==> src/rtl/sf_tone_source.sv <==
`default_nettype none
// +----------------------------------------------------------------------------+
// | sf_tone_source                                                             |
// | Dual-channel single-frequency test-tone source: one sine period per frame, |
// | channel 2 leads by a programmable number of samples, programmable gap.     |
// | Optional build macro SF_SRC_RAMP_EN replaces the sine ROM by ramp counters.|
// | Revision: 1.0                                                              |
// +----------------------------------------------------------------------------+
module sf_tone_source #(
    parameter int X_WIDTH      = 16,
    parameter int FRAME_LENGTH = 33,
    parameter int CNT_WIDTH    = 16,
    parameter int PH_WIDTH     = $clog2(FRAME_LENGTH)
) (
    input  logic                       clk,
    input  logic                       rst,
    input  logic                       start,
    input  logic                       abort,
    input  logic [CNT_WIDTH-1:0]       n_frames,
    input  logic [7:0]                 gap,
    input  logic [PH_WIDTH-1:0]        ph_off,
    input  logic [3:0]                 amp_shift,
    output logic                       o_vld,
    output logic signed [X_WIDTH-1:0]  x1,
    output logic signed [X_WIDTH-1:0]  x2,
    output logic                       frame_start,
    output logic                       busy,
    output logic                       done
);

    typedef enum logic [1:0] {
        S_IDLE = 2'd0,
        S_EMIT = 2'd1,
        S_GAP  = 2'd2,
        S_DONE = 2'd3
    } state_t;

    localparam logic [PH_WIDTH:0]    c_fl       = (PH_WIDTH+1)'(FRAME_LENGTH);
    localparam logic [PH_WIDTH:0]    c_last_k   = (PH_WIDTH+1)'(FRAME_LENGTH - 1);
    localparam logic [PH_WIDTH-1:0]  c_k_one    = PH_WIDTH'(1);
    localparam logic [CNT_WIDTH-1:0] c_cnt_one  = CNT_WIDTH'(1);

    state_t                 r_state;
    state_t                 w_state_nxt;
    logic [PH_WIDTH-1:0]    r_k;
    logic [CNT_WIDTH-1:0]   r_frame_cnt;
    logic [CNT_WIDTH-1:0]   r_n_frames;
    logic [7:0]             r_gap;
    logic [7:0]             r_gcnt;
    logic                   w_accept;
    logic                   w_emit;
    logic                   w_k_wrap;
    logic                   w_last;

    // A start coinciding with the done pulse is dropped; restart is legal one cycle later.
    assign w_accept = (r_state == S_IDLE) && start && !abort && !done;
    assign w_emit   = (r_state == S_EMIT) && !abort;
    assign w_k_wrap = ({1'b0, r_k} == c_last_k);
    assign w_last   = w_k_wrap && (r_frame_cnt == (r_n_frames - c_cnt_one));

`ifdef SF_SRC_RAMP_EN
    logic [X_WIDTH-1:0] r_ramp1;
    logic [X_WIDTH-1:0] r_ramp2;
    logic               w_unused_cfg;

    assign w_unused_cfg = ^{ph_off, amp_shift};
`else
    localparam real c_pi = 3.14159265358979323846;

    logic [PH_WIDTH-1:0]        r_ph;
    logic [3:0]                 r_shift;
    logic [PH_WIDTH:0]          w_ph_ext;
    logic [PH_WIDTH:0]          w_sum;
    logic [PH_WIDTH-1:0]        w_idx2;
    logic signed [X_WIDTH-1:0]  w_rom [FRAME_LENGTH];

    function automatic logic signed [X_WIDTH-1:0] sine_entry(input int k);
        real a;
        a = real'((64'd1 << (X_WIDTH - 1)) - 64'd1)
            * $sin(2.0 * c_pi * real'(k) / real'(FRAME_LENGTH));
        if (a >= 0.0) begin
            return X_WIDTH'($rtoi(a + 0.5));
        end
        return X_WIDTH'($rtoi(a - 0.5));
    endfunction

    generate
        for (genvar gi = 0; gi < FRAME_LENGTH; gi++) begin : g_rom
            assign w_rom[gi] = sine_entry(gi);
        end
    endgenerate

    assign w_ph_ext = {1'b0, ph_off};
    assign w_sum    = {1'b0, r_k} + {1'b0, r_ph};
    assign w_idx2   = (w_sum >= c_fl) ? PH_WIDTH'(w_sum - c_fl) : PH_WIDTH'(w_sum);
`endif

    always_ff @(posedge clk) begin
        if (rst) begin
            r_state <= S_IDLE;
        end else begin
            r_state <= w_state_nxt;
        end
    end

    always_comb begin
        w_state_nxt = r_state;
        case (r_state)
            S_IDLE: begin
                if (w_accept) begin
                    w_state_nxt = (n_frames == '0) ? S_DONE : S_EMIT;
                end
            end
            S_EMIT: begin
                if (w_last) begin
                    w_state_nxt = S_DONE;
                end else if (r_gap == 8'd0) begin
                    w_state_nxt = S_EMIT;
                end else begin
                    w_state_nxt = S_GAP;
                end
            end
            S_GAP: begin
                if (r_gcnt == r_gap) begin
                    w_state_nxt = S_EMIT;
                end
            end
            S_DONE:  w_state_nxt = S_IDLE;
            default: w_state_nxt = S_IDLE;
        endcase
        if (abort) begin
            w_state_nxt = S_IDLE;
        end
    end

    always_ff @(posedge clk) begin
        if (rst) begin
            o_vld       <= 1'b0;
            x1          <= '0;
            x2          <= '0;
            frame_start <= 1'b0;
            busy        <= 1'b0;
            done        <= 1'b0;
            r_k         <= '0;
            r_frame_cnt <= '0;
            r_n_frames  <= '0;
            r_gap       <= '0;
            r_gcnt      <= '0;
`ifdef SF_SRC_RAMP_EN
            r_ramp1     <= '0;
            r_ramp2     <= '0;
`else
            r_ph        <= '0;
            r_shift     <= '0;
`endif
        end else begin
            // Outputs trail the state by one register stage.
            o_vld       <= w_emit;
            frame_start <= w_emit && (r_k == '0);
            done        <= (r_state == S_DONE) && !abort;
            busy        <= (r_state != S_IDLE) && !abort;

            if (w_accept) begin
                r_n_frames  <= n_frames;
                r_gap       <= gap;
                r_k         <= '0;
                r_frame_cnt <= '0;
`ifdef SF_SRC_RAMP_EN
                r_ramp1     <= X_WIDTH'(1);
                r_ramp2     <= X_WIDTH'(2);
`else
                r_ph        <= (w_ph_ext >= c_fl) ? PH_WIDTH'(w_ph_ext - c_fl) : ph_off;
                r_shift     <= amp_shift;
`endif
            end

            if (w_emit) begin
`ifdef SF_SRC_RAMP_EN
                x1      <= $signed(r_ramp1);
                x2      <= $signed(r_ramp2);
                r_ramp1 <= r_ramp1 + X_WIDTH'(1);
                r_ramp2 <= r_ramp2 + X_WIDTH'(2);
`else
                x1      <= w_rom[r_k] >>> r_shift;
                x2      <= w_rom[w_idx2] >>> r_shift;
`endif
                if (w_k_wrap) begin
                    r_k         <= '0;
                    r_frame_cnt <= r_frame_cnt + c_cnt_one;
                end else begin
                    r_k         <= r_k + c_k_one;
                end
            end

            if (r_state == S_EMIT) begin
                r_gcnt <= 8'd1;
            end else if (r_state == S_GAP) begin
                r_gcnt <= r_gcnt + 8'd1;
            end
        end
    end

endmodule
`default_nettype wire

==> config.mk <==
export PLATFORM = sky130hd
export DESIGN_NAME = sf_tone_source
export DESIGN_NICKNAME = d
export VERILOG_FILES = /design/src/rtl/sf_tone_source.sv
export SDC_FILE = /design/constraint.sdc
export NUM_CORES = 1
export LEC_CHECK = 0
export ABC_AREA = 1
export ABC_CLOCK_PERIOD_IN_PS = 3650
export CAP_MARGIN = 20
export CORE_MARGIN = 1
export CORE_UTILIZATION = 53
export CTS_CLUSTER_SIZE = 28
export DETAILED_ROUTE_END_ITERATION = 7
export GPL_TIMING_DRIVEN = 0
export PLACE_DENSITY = 0.77
export SKIP_LAST_GASP = 1
export SYNTH_ARGS = -nofsm -noshare
export SYNTH_HDL_FRONTEND = slang
export SYNTH_SLANG_ARGS = --single-unit
export TNS_END_PERCENT = 10
==> constraint.sdc <==
create_clock -name clk -period 3.65 [get_ports clk]
set_input_delay 0.5475 -clock clk [delete_from_list [all_inputs] [get_ports clk]]
set_output_delay 0.5475 -clock clk [all_outputs]
set_load 0.1 [all_outputs]
==> impl_summary.txt <==
----------------------------------------------------
[Floorplan]
  # IOs ... 74
  Standard cell core area ... 14600 um2
  Site Rows ... 44
  Initial Util ... 54.6%
  Vert. Die Dim ... 125 um
  Area of the die ... 15500 um2
  Die boundary width ... 125 um

[Drt]
  First-iteration detailed-routing DRC count ... 955
  Remaining DRCs ... 0
  Average via count per standard cell ... 5.82
  Average wire per standard cell ... 16.1 um
  Post-route antenna net violation count ... 0
  Total wire length ... 25400 um
  Vias ... 9176
  Number of detailed-route iterations in the first pass ... 6

[Power and ir drop]
  Worst supply voltage drop on vdd ... 0.000330 V
  Cell internal pwr ... 0.00223 W
  Switching Fraction ... 41.0%
  Clock network power share ... 27.7%
  Portion of total power attributed to sequential cells ... 31.9%
  Leak Pwr ... 4.25 nW
  Power share of the combinational group ... 40.5%
  Total chip power ... 0.00378 W
  Power Density ... 395 nW/um2
  Net switching component of the power ... 0.00155 W

[Critical path]
  WS Path Type ... flip-flop to flip-flop
  Data arrival time at the worst-slack endpoint ... 3.87 ns
  Critical path endpoint category ... flip-flop
  Critical path peak fanout ... 6
  Data required time at the worst endpoint ... 3.92 ns
  Kind of start point of the critical path ... flip-flop

[GRT]
  Largest net degree at the start of global routing ... 20
  Overall track demand over capacity in global routing ... 32.7%
  Vias in the first global route ... 8826
  Initial antenna violation count ... 0
  Total gr overflow ... 0
  Wire length of the first global-routing pass ... 41400 um

[Logic synthesis]
  Per-instance average area after synthesis ... 6.17 um2
  Synth warnings ... 0
  Cell type with the largest total area after synthesis ... dfxtp_1
  Main flop type after synthesis ... dfxtp_1
  Ys async rst share ... 0%
  Number of register bits inferred by synthesis ... 102
  Share of synthesized area occupied by flip-flops and latches ... 25.6%
  Number of different library cells in the post-synthesis netlist ... 54
  Share of the synthesized area in the top cell type ... 25.6%
  Number of enable-type register cells in the synthesized netlist ... 0
  Synth top area cells ... dfxtp_1 (26%), nand2_1 (13%), nand3_1 (11%), o21ai_0 (8.2%), nor2_1 (6.6%)
  Cells after synthesis ... 1292
  Cell area after synthesis ... 7970 um2
  Net count of the mapped netlist ... 1364

[STA]
  Aggregate negative setup slack ... 0 ns
  Relative slew slack ... 33.6%
  Final worst path period need ... 3.61 ns
  Endpoints failing setup ... 0
  Worst-Margin Slew ... 0.993 ns
  Hold violation count in the final report ... 0
  F_max ... 277 MHz
  Max Transition Viols Final ... 0
  Setup repair after global routing missed its margin ... true
  Fraction of the cycle the final worst path needs ... 98.9%
  Setup clock skew after layout ... 0.00895 ns

[Cells and area]
  Post-layout instance count excluding filler cells ... 1576
  Number of antenna cells inserted ... 0
  Layout Nets ... 1459
  Cell area after layout ... 9570 um2
  Area growth from synthesis to layout ... 20.0%
  Share of cells above drive strength 1 ... 9.05%
  Filler Cells Inserted ... 1362
  Highest-count cells in the layout ignoring fill and taps ... nand2_1 (271), nand3_1 (147), nor2_1 (138)
  Commonest non-fill, non-tap cell in the layout ... nand2_1

[Placement]
  Placed inst area ... 8920 um2
  Buffers on Ports ... 72
  Number of instances in the placed design ... 1548
  Global placement routability congestion ... 0.932
  Estimated wirelength of the detail-placed design ... 19200 um

[Clock network]
  Clock-pin slew reported for the worst setup and hold paths after clock tree synthesis ... 0.08 ns
  H-tree level count ... 3
  TritonCTS Buffers ... 9
  CTS tree ... done
  Clock network latency to the later pin of the worst-skew pair ... 0.37 ns
  Clock sinks ... 102
  Max Buffers Root-to-Sink ... 2
  Hold-fix buffer count after cts ... 0
  Root buffer selected by CTS ... clkbuf_16

[Status]
  Run status ... completed

[Job]
  Number of maximum-capacitance constraint violations ... 0

[Hold path]
  Kind of path behind the tightest hold check ... flip-flop to flip-flop

----------------------------------------------------
sequential cells by signal (all words and copies together) (netlist names):
register     flops
o_vld            1
busy             1
r_shift          4
r_ph             6
r_k              6
r_n_frames      16
x2              16
r_gap            8
r_frame_cnt     16
r_gcnt           8
done             1
r_state          2
x1              16
frame_start      1
synth_stat cells, drive strengths merged, types with 10 or more instances:
cell and number:
nor4 10, clkbuf 45, inv 123, o21ai 136, dfxtp 102, nand4 15, nor3 17, ha 33
xor2 19, nand3 173, nand2 293, nor2 141, xnor2 12, a21oi 85, buf 18
power groups by stage:
stage               clock network (W)  logic (W)  registers, W
global route                  0.00109    0.00168       0.00121
finish                        0.00105    0.00153       0.00120
CTS                           0.00105    0.00143       0.00120
global placement                    0    0.00138       0.00123
floorplan                           0   0.000915       0.00134
detailed placement                  0    0.00138       0.00123
timing repair:
item                                   4_1_cts  5_1_grt
pin swaps                                    3       26
gates resized for setup                     21       38
endpoints found under the hold margin        0        0
buffers inserted                             6        6
setup endpoints to repair                   15       15
per-stage QoR:
step	setup WS, ns	hold slack (ns)	util [%]
floorplan	0.170	0.443	-
global placement	-0.575	0.453	61.2
detailed placement	-0.594	0.454	61.2
CTS	0.00472	0.466	64.2
global route	-0.153	0.492	65.6
finish	0.0409	0.460	65.6
worst max-delay path, cell delays in order (launching register included):
cell        delay, ns
dfxtp_4          0.36
ha_4             0.16
fa_2             0.55
inv_2            0.06
ha_4             0.16
nor2_4           0.08
nand3_2          0.09
nand2_4          0.12
nand3_4          0.09
nand2_4          0.12
clkinvlp_4       0.18
ha_4             0.28
nand3b_1         0.26
nand3_1          0.13
nand3_1          0.11
nand3_2          0.12
nand2_1          0.09
nand3_2          0.11
nand3_1          0.10
nand3_2          0.09
nand3_2          0.09
nand2_1          0.09
inv_1            0.04
final timing paths:
path	startpoint	endpoint	slack [ns]	cells after the start
setup / recovery	r_k[0]$_SDFFE_PP0P_	x2[5]$_SDFFE_PP0P_	0.04	22
hold / removal	x2[6]$_SDFFE_PP0P_	x2[6]$_SDFFE_PP0P_	0.46	2
setup reg to reg	r_k[0]$_SDFFE_PP0P_	x2[5]$_SDFFE_PP0P_	0.04	22
hold reg to reg	x2[6]$_SDFFE_PP0P_	x2[6]$_SDFFE_PP0P_	0.46	2
routing by layer:
metal  share of wire [%]  GRT usage [%]  wire (um)  up-vias
met1                  42           38.5      10600     4198
met2                  49           57.2      12400      361
met4                 4.6           17.3       1160        0
met3                 5.3           4.60       1340       92
li1                    -              -          -     4525
met5                   0              0          0        -
logic make-up (layout without fill, tap and decap cells):
logic type / after synthesis / after routing / share of synthesized area (%)
AOI/OAI and AO/OA: 271 / 271 / 19.0
xor gates and xnor gates: 31 / 31 / 3.64
adders and majority gates: 34 / 34 / 5.43
buffers and inverters: 190 / 290 / 9.64
DFF: 102 / 102 / 25.6
muxes: 5 / 5 / 0.628
and+or+nand+nor: 659 / 659 / 36.0
cell type report:
| class | instances | area [um2] | area share (%) |
|---|---|---|---|
| inverters | 127 | 483 | 5.05 |
| repair buffers | 84 | 811 | 8.48 |
| flip-flops and latches | 102 | 2050 | 21.5 |
| well taps | 184 | 230 | 2.41 |
| multi-input cells | 1000 | 5390 | 56.3 |
| plain buffers | 63 | 289 | 3.02 |
| clock buffers | 9 | 225 | 2.35 |
| clock inverters | 7 | 87.6 | 0.916 |
Power figures use the tool's default switching activity.
==> edit 1, RTL diff (config.mk and constraints unchanged) <==
The option `SF_SRC_RAMP_EN` is turned on by a define.
--- a/src/rtl/sf_tone_source.sv
+++ b/src/rtl/sf_tone_source.sv
@@ -6,6 +6,8 @@
 // | Optional build macro SF_SRC_RAMP_EN replaces the sine ROM by ramp counters.|
 // | Revision: 1.0                                                              |
 // +----------------------------------------------------------------------------+
+`define SF_SRC_RAMP_EN
+
 module sf_tone_source #(
     parameter int X_WIDTH      = 16,
     parameter int FRAME_LENGTH = 33,
Behaviour: not the same (Yosys sat finds a counterexample within 4 cycles, from zero or initial values and one cycle with rst high).
==> edit 1 against the unedited design <==
  * Sequential share of layout area up 12 points
  * Hold slack worse by 0.0034 ns
  * Sequential cell count up 20
  * Cell area down 24%
  * Synthesized area down 25%
  * First-iteration DRC count down 56%
  * Register-to-register slack better by 1.5 ns
  * Maximum frequency up 40%
  * Wire length down 36%
  * Worst setup slack better by 1.0 ns
  * Clock skew down 0.0040 ns
  * Power down 9.4%
==> edit 1: results (changes against the unedited design) <==
Status
  • Status: completed

Worst setup path
  • FF-to-FF path depth: 8 (-64%)
  • Crit-path max cell delay: 1.15 ns (+0.60 ns)
  • Crit path max fanout: 1 (-5)
  • FF-to-FF Start: r_state[0]$_SDFFE_PP0P_
  • Worst reg-to-reg setup slack: 1.52 ns (+1.48 ns)
  • CP delay by family, top: buffers and inverters

Drt
  • Wire per inst: 15.1 um (-6.4%)
  • Vias per cell: 5.59 (-4.0%)
  • Initial DRC Count: 423 (-56%)
  • M1 WL: 6840 um (-35%)
  • First-pass DRT Iterations: 7 (+1)

Place
  • Placed inst area: 0.00676 mm^2 (-24%)
  • Post-Place Cells: 1045 (-32%)
  • Hpwl dp: 11800 um (-39%)

Clocking
  • H-tree Lvls: 4 (+1)
  • Clock Pin Slew Worst Setup and Hold Paths: 0.06 ns (-0.02 ns)
  • Clk_lat worst skew: 0.54 ns (+0.17 ns)
  • Post-CTS sizing: 0 (-100%)

Pwr
  • Psw: 970 uW (-37%)
  • Leakage power: 2.81 nW (-34%)

Floorplanning
  • Initial core utilization: 54.8% (+0.18 points)

Global routing
  • GRT Util Overall: 29.0% (-3.6 points)
  • Met3 Use GR: 7.29% (+2.7 points)
  • Largest net degree at the start of global routing: 17 (-15%)
  • Global-route track usage on met2: 50.0% (-7.2 points)
  • First-pass GRT wire length: 26000 um (-37%)

Synth
  • Synth Area in Compound Gates: 18.1% (-0.93 points)
  • Synthesized-area fraction occupied by adder cells: 2.31% (-3.1 points)
  • Synth Net Count: 892 (-35%)
  • Post-synthesis mux area share: 0% (-0.63 points)
  • XOR/XNOR share of the synthesized area: 2.43% (-1.2 points)

STA
  • Worst-margin pin slew: 0.987 ns (-0.00531 ns)
  • Final hold slack: 0.456 ns (-0.00336 ns)

Finish
  • Fillers: 934 (-31%)
  • Layout cell share with drive strength beyond 1: 7.18% (-1.9 points)

Hold path
  • Min-delay src: x2[1]$_SDFFE_PP0P_
==> edit 1: cell count changes in the layout (fill, tap and decap cells not counted), sizes merged, moves of 7 or more <==
cell / unedited run / this run
nand2: 293 / 155
nand3: 173 / 48
o21ai: 136 / 80
inv: 127 / 93
ha: 33 / 11
dfxtp: 102 / 122
buf: 30 / 13
a21oi: 85 / 70
xor2: 19 / 6
clkbuf: 54 / 42
a211oi: 3 / 14
nand4: 15 / 4
clkdlybuf4s50: 72 / 62
nor2: 141 / 134
==> edit 1: area by class of cell <==
type / instances / area, um^2 / area share (%)
buffer: 30 / 126 / 1.74
clock buffer: 25 / 494 / 6.80
clock inverter: 3 / 15.0 / 0.206
inverter: 94 / 355 / 4.89
multi-input combinational: 597 / 3040 / 41.9
sequential: 122 / 2440 / 33.6
tap: 140 / 175 / 2.41
timing repair buffer: 62 / 621 / 8.53
==> edit 1: kinds of logic (layout without fill, tap and decap cells) <==
family,count (synthesis),count (layout)
AOI/OAI and AO/OA,192,192
other,1,1
and+or+nand+nor,378,378
adders and majority gates,11,11
DFF,122,122
xor gates and xnor gates,15,15
buffers and inverters,124,214
==> edit 1: worst max-delay path by stage <==
stage / from / depth (start not counted) / slack, ns / end
6_report: frame_start$_SDFF_PP0_ / 1 / 1.06 / frame_start
5_1_grt: frame_start$_SDFF_PP0_ / 1 / 1.04 / frame_start
4_1_cts: frame_start$_SDFF_PP0_ / 1 / 1.06 / frame_start
3_5_place_dp: rst / 6 / 0.91 / x1[13]$_SDFFE_PP0P_
3_3_place_gp: rst / 6 / 0.90 / x2[4]$_SDFFE_PP0P_
2_1_floorplan: done$_SDFF_PP0_ / 7 / 1.77 / r_ramp2[10]$_SDFFE_PP0P_
==> edit 2, RTL diff (same flow settings) <==
Without the edit above. Make the reset (`rst`) asynchronous in 2 clocked blocks.
--- a/src/rtl/sf_tone_source.sv
+++ b/src/rtl/sf_tone_source.sv
@@ -95,7 +95,7 @@
     assign w_idx2   = (w_sum >= c_fl) ? PH_WIDTH'(w_sum - c_fl) : PH_WIDTH'(w_sum);
 `endif
 
-    always_ff @(posedge clk) begin
+    always_ff @(posedge clk or posedge rst) begin
         if (rst) begin
             r_state <= S_IDLE;
         end else begin
@@ -133,7 +133,7 @@
         end
     end
 
-    always_ff @(posedge clk) begin
+    always_ff @(posedge clk or posedge rst) begin
         if (rst) begin
             o_vld       <= 1'b0;
             x1          <= '0;
Behaviour: differs if rst is asserted again (counterexample within 4 cycles, from zero or initial values and one cycle with rst high); with rst held inactive, the same outputs for 4 cycles.
==> edit 2 against the unedited design <==
  * Via count down 1.9%
  * Cell area up 5.7%
  * Synthesized area up 4.4%
  * Wire length down 2.3%
  * Sequential share of layout area up 3.8 points
  * Worst setup slack better by 0.040 ns
  * Critical path depth up 2
  * Sequential cell count unchanged
  * Count of clock-buffer cells in the layout unchanged
  * Final cell count down 0.63%
  * Non-clock buffer count down 4
Power is not shown: default switching activity piles up to over one toggle a cycle in this logic, so the estimate is an artifact.
==> edit 2: results (changes against the unedited design) <==
Worst setup path
  • Crit-path max cell delay: 0.47 ns (-0.08 ns)
  • FF-to-FF path depth: 24 (+9.1%)
  • Worst setup endpoint: x2[2]$_DFFE_PP0P_
  • Crit path launch: r_k[0]$_DFFE_PP0P_
  • Worst reg-to-reg setup slack: 0.08 ns (+0.04 ns)
  • Crit path max fanout: 8 (+2)
  • Crit path DAT: 3.82 ns (-0.05 ns)

STA
  • Worst-margin pin slew: 0.976 ns (-0.0162 ns)
  • Final hold slack: 0.485 ns (+0.0255 ns)
  • Skew final: 0.0144 ns (+0.00543 ns)

Synth
  • Syn Area/Cell: 6.66 um^2 (+7.9%)
  • Sequential element share of the synthesized area: 30.7% (+5.1 points)
  • Post-synth top flop: dfrtp_1
  • Top cells by count, synth: nand2_1 (355), nand3_1 (167), dfrtp_1 (102)
  • Netlist cell types: 53 (-1.9%)
  • Area contributors post-synth: dfrtp_1 (31%), nand2_1 (16%), nand3_1 (10%), o21ai_0 (6.1%), ha_1 (5.0%)
  • Synth Net Count: 1322 (-3.1%)
  • Ys async rst share: 100% (+100 points)

Finish
  • Fillers: 1394 (+2.3%)
  • Layout cell share with drive strength beyond 1: 11.4% (+2.4 points)
  • Layout Cells excl Fill: 1566 (-0.63%)
  • Final #Nets: 1422 (-2.5%)

Global routing
  • Vias in the first global route: 8522 (-3.4%)
  • GRT Util Overall: 31.4% (-1.3 points)
  • Largest net degree at the start of global routing: 73 (+270%)
  • First-pass GRT wire length: 40600 um (-2.2%)

Drt
  • Drt total wl: 24900 um (-2.3%)
  • First-pass DRT Iterations: 5 (-1)
  • Vias: 9005 (-1.9%)
  • Initial DRC Count: 808 (-15%)

Place
  • PortBufs: 73 (+1.4%)
  • Post-Place Cells: 1535 (-0.84%)
  • Hpwl dp: 18700 um (-2.7%)
  • GP Congestion: 0.971 (+4.2%)

Hold path
  • HP Class: reg2reg

Status
  • Status: completed
==> edit 2: changes by cell type after synthesis, sizes merged, moves of 5 or more <==
cell    unedited run  this run
or2                5        10
dfrtp              0       102
buf               18        24
a21oi             85        70
dfxtp            102         0
nand4             15        22
nor2             141        94
clkbuf            45        30
nand2            293       370
inv              123       100
o21ai            136       106
==> edit 2: stage by stage <==
| stage | setup slack (ns) | utilization, % | setup TNS, ns | cell area, um^2 |
|---|---|---|---|---|
| floorplan | 0.287 | - | 0 | 8320 |
| global placement | -1.07 | 61.1 | -113.83 | 9320 |
| detailed placement | -0.420 | 61.3 | -5.76 | 9350 |
| CTS | 0.0191 | 63.8 | 0 | 9740 |
| global route | -0.0585 | 66.3 | -0.205 | 10100 |
| finish | 0.0812 | 66.3 | 0 | 10100 |
==> edit 2: final cells by class <==
cell class,instances,area share (%)
well taps,211,2.61
inverters,108,4.06
plain buffers,54,2.70
multi-input cells,986,53.5
repair buffers,89,8.77
clock buffers,9,2.23
clock inverters,7,0.854
flip-flops and latches,102,25.2
==> edit 2: per-layer routing <==
layer | GRT usage, % | routed length (um)
met5 | 0 | 0
met4 | 14.6 | 803
met3 | 4.06 | 1260
met2 | 55.5 | 12500
met1 | 37.8 | 10300
==> edit 2: how the worst min path moves through the flow <==
| stage | startpoint | end |
|---|---|---|
| after detailed placement | x2[5]$_DFFE_PP0P_ | x2[5]$_DFFE_PP0P_ |
| after floorplan | r_ph[2]$_DFFE_PP0P_ | r_ph[2]$_DFFE_PP0P_ |
| final | x2[15]$_DFFE_PP0P_ | x2[15]$_DFFE_PP0P_ |
| after global placement | x2[5]$_DFFE_PP0P_ | x2[5]$_DFFE_PP0P_ |
| after global routing | x2[5]$_DFFE_PP0P_ | x2[5]$_DFFE_PP0P_ |
| after CTS | x2[5]$_DFFE_PP0P_ | x2[5]$_DFFE_PP0P_ |
==> edit 2: logic make-up after synthesis <==
family	after synthesis	share of synthesized area (%)
xor+xnor	34	3.67
simple gates	700	37.5
fa+ha+maj	34	5.20
mux	2	0.241
compound gates	216	14.6
buf+inv	162	8.15
flops	102	30.7
==> edit 2: repair_timing <==
item	in CTS	in global routing
endpoints found under the setup margin	15	15
buffers inserted	2	13
gates resized for setup	18	60
pin swaps	4	24
cloned	0	0
hold endpoints to repair	0	0
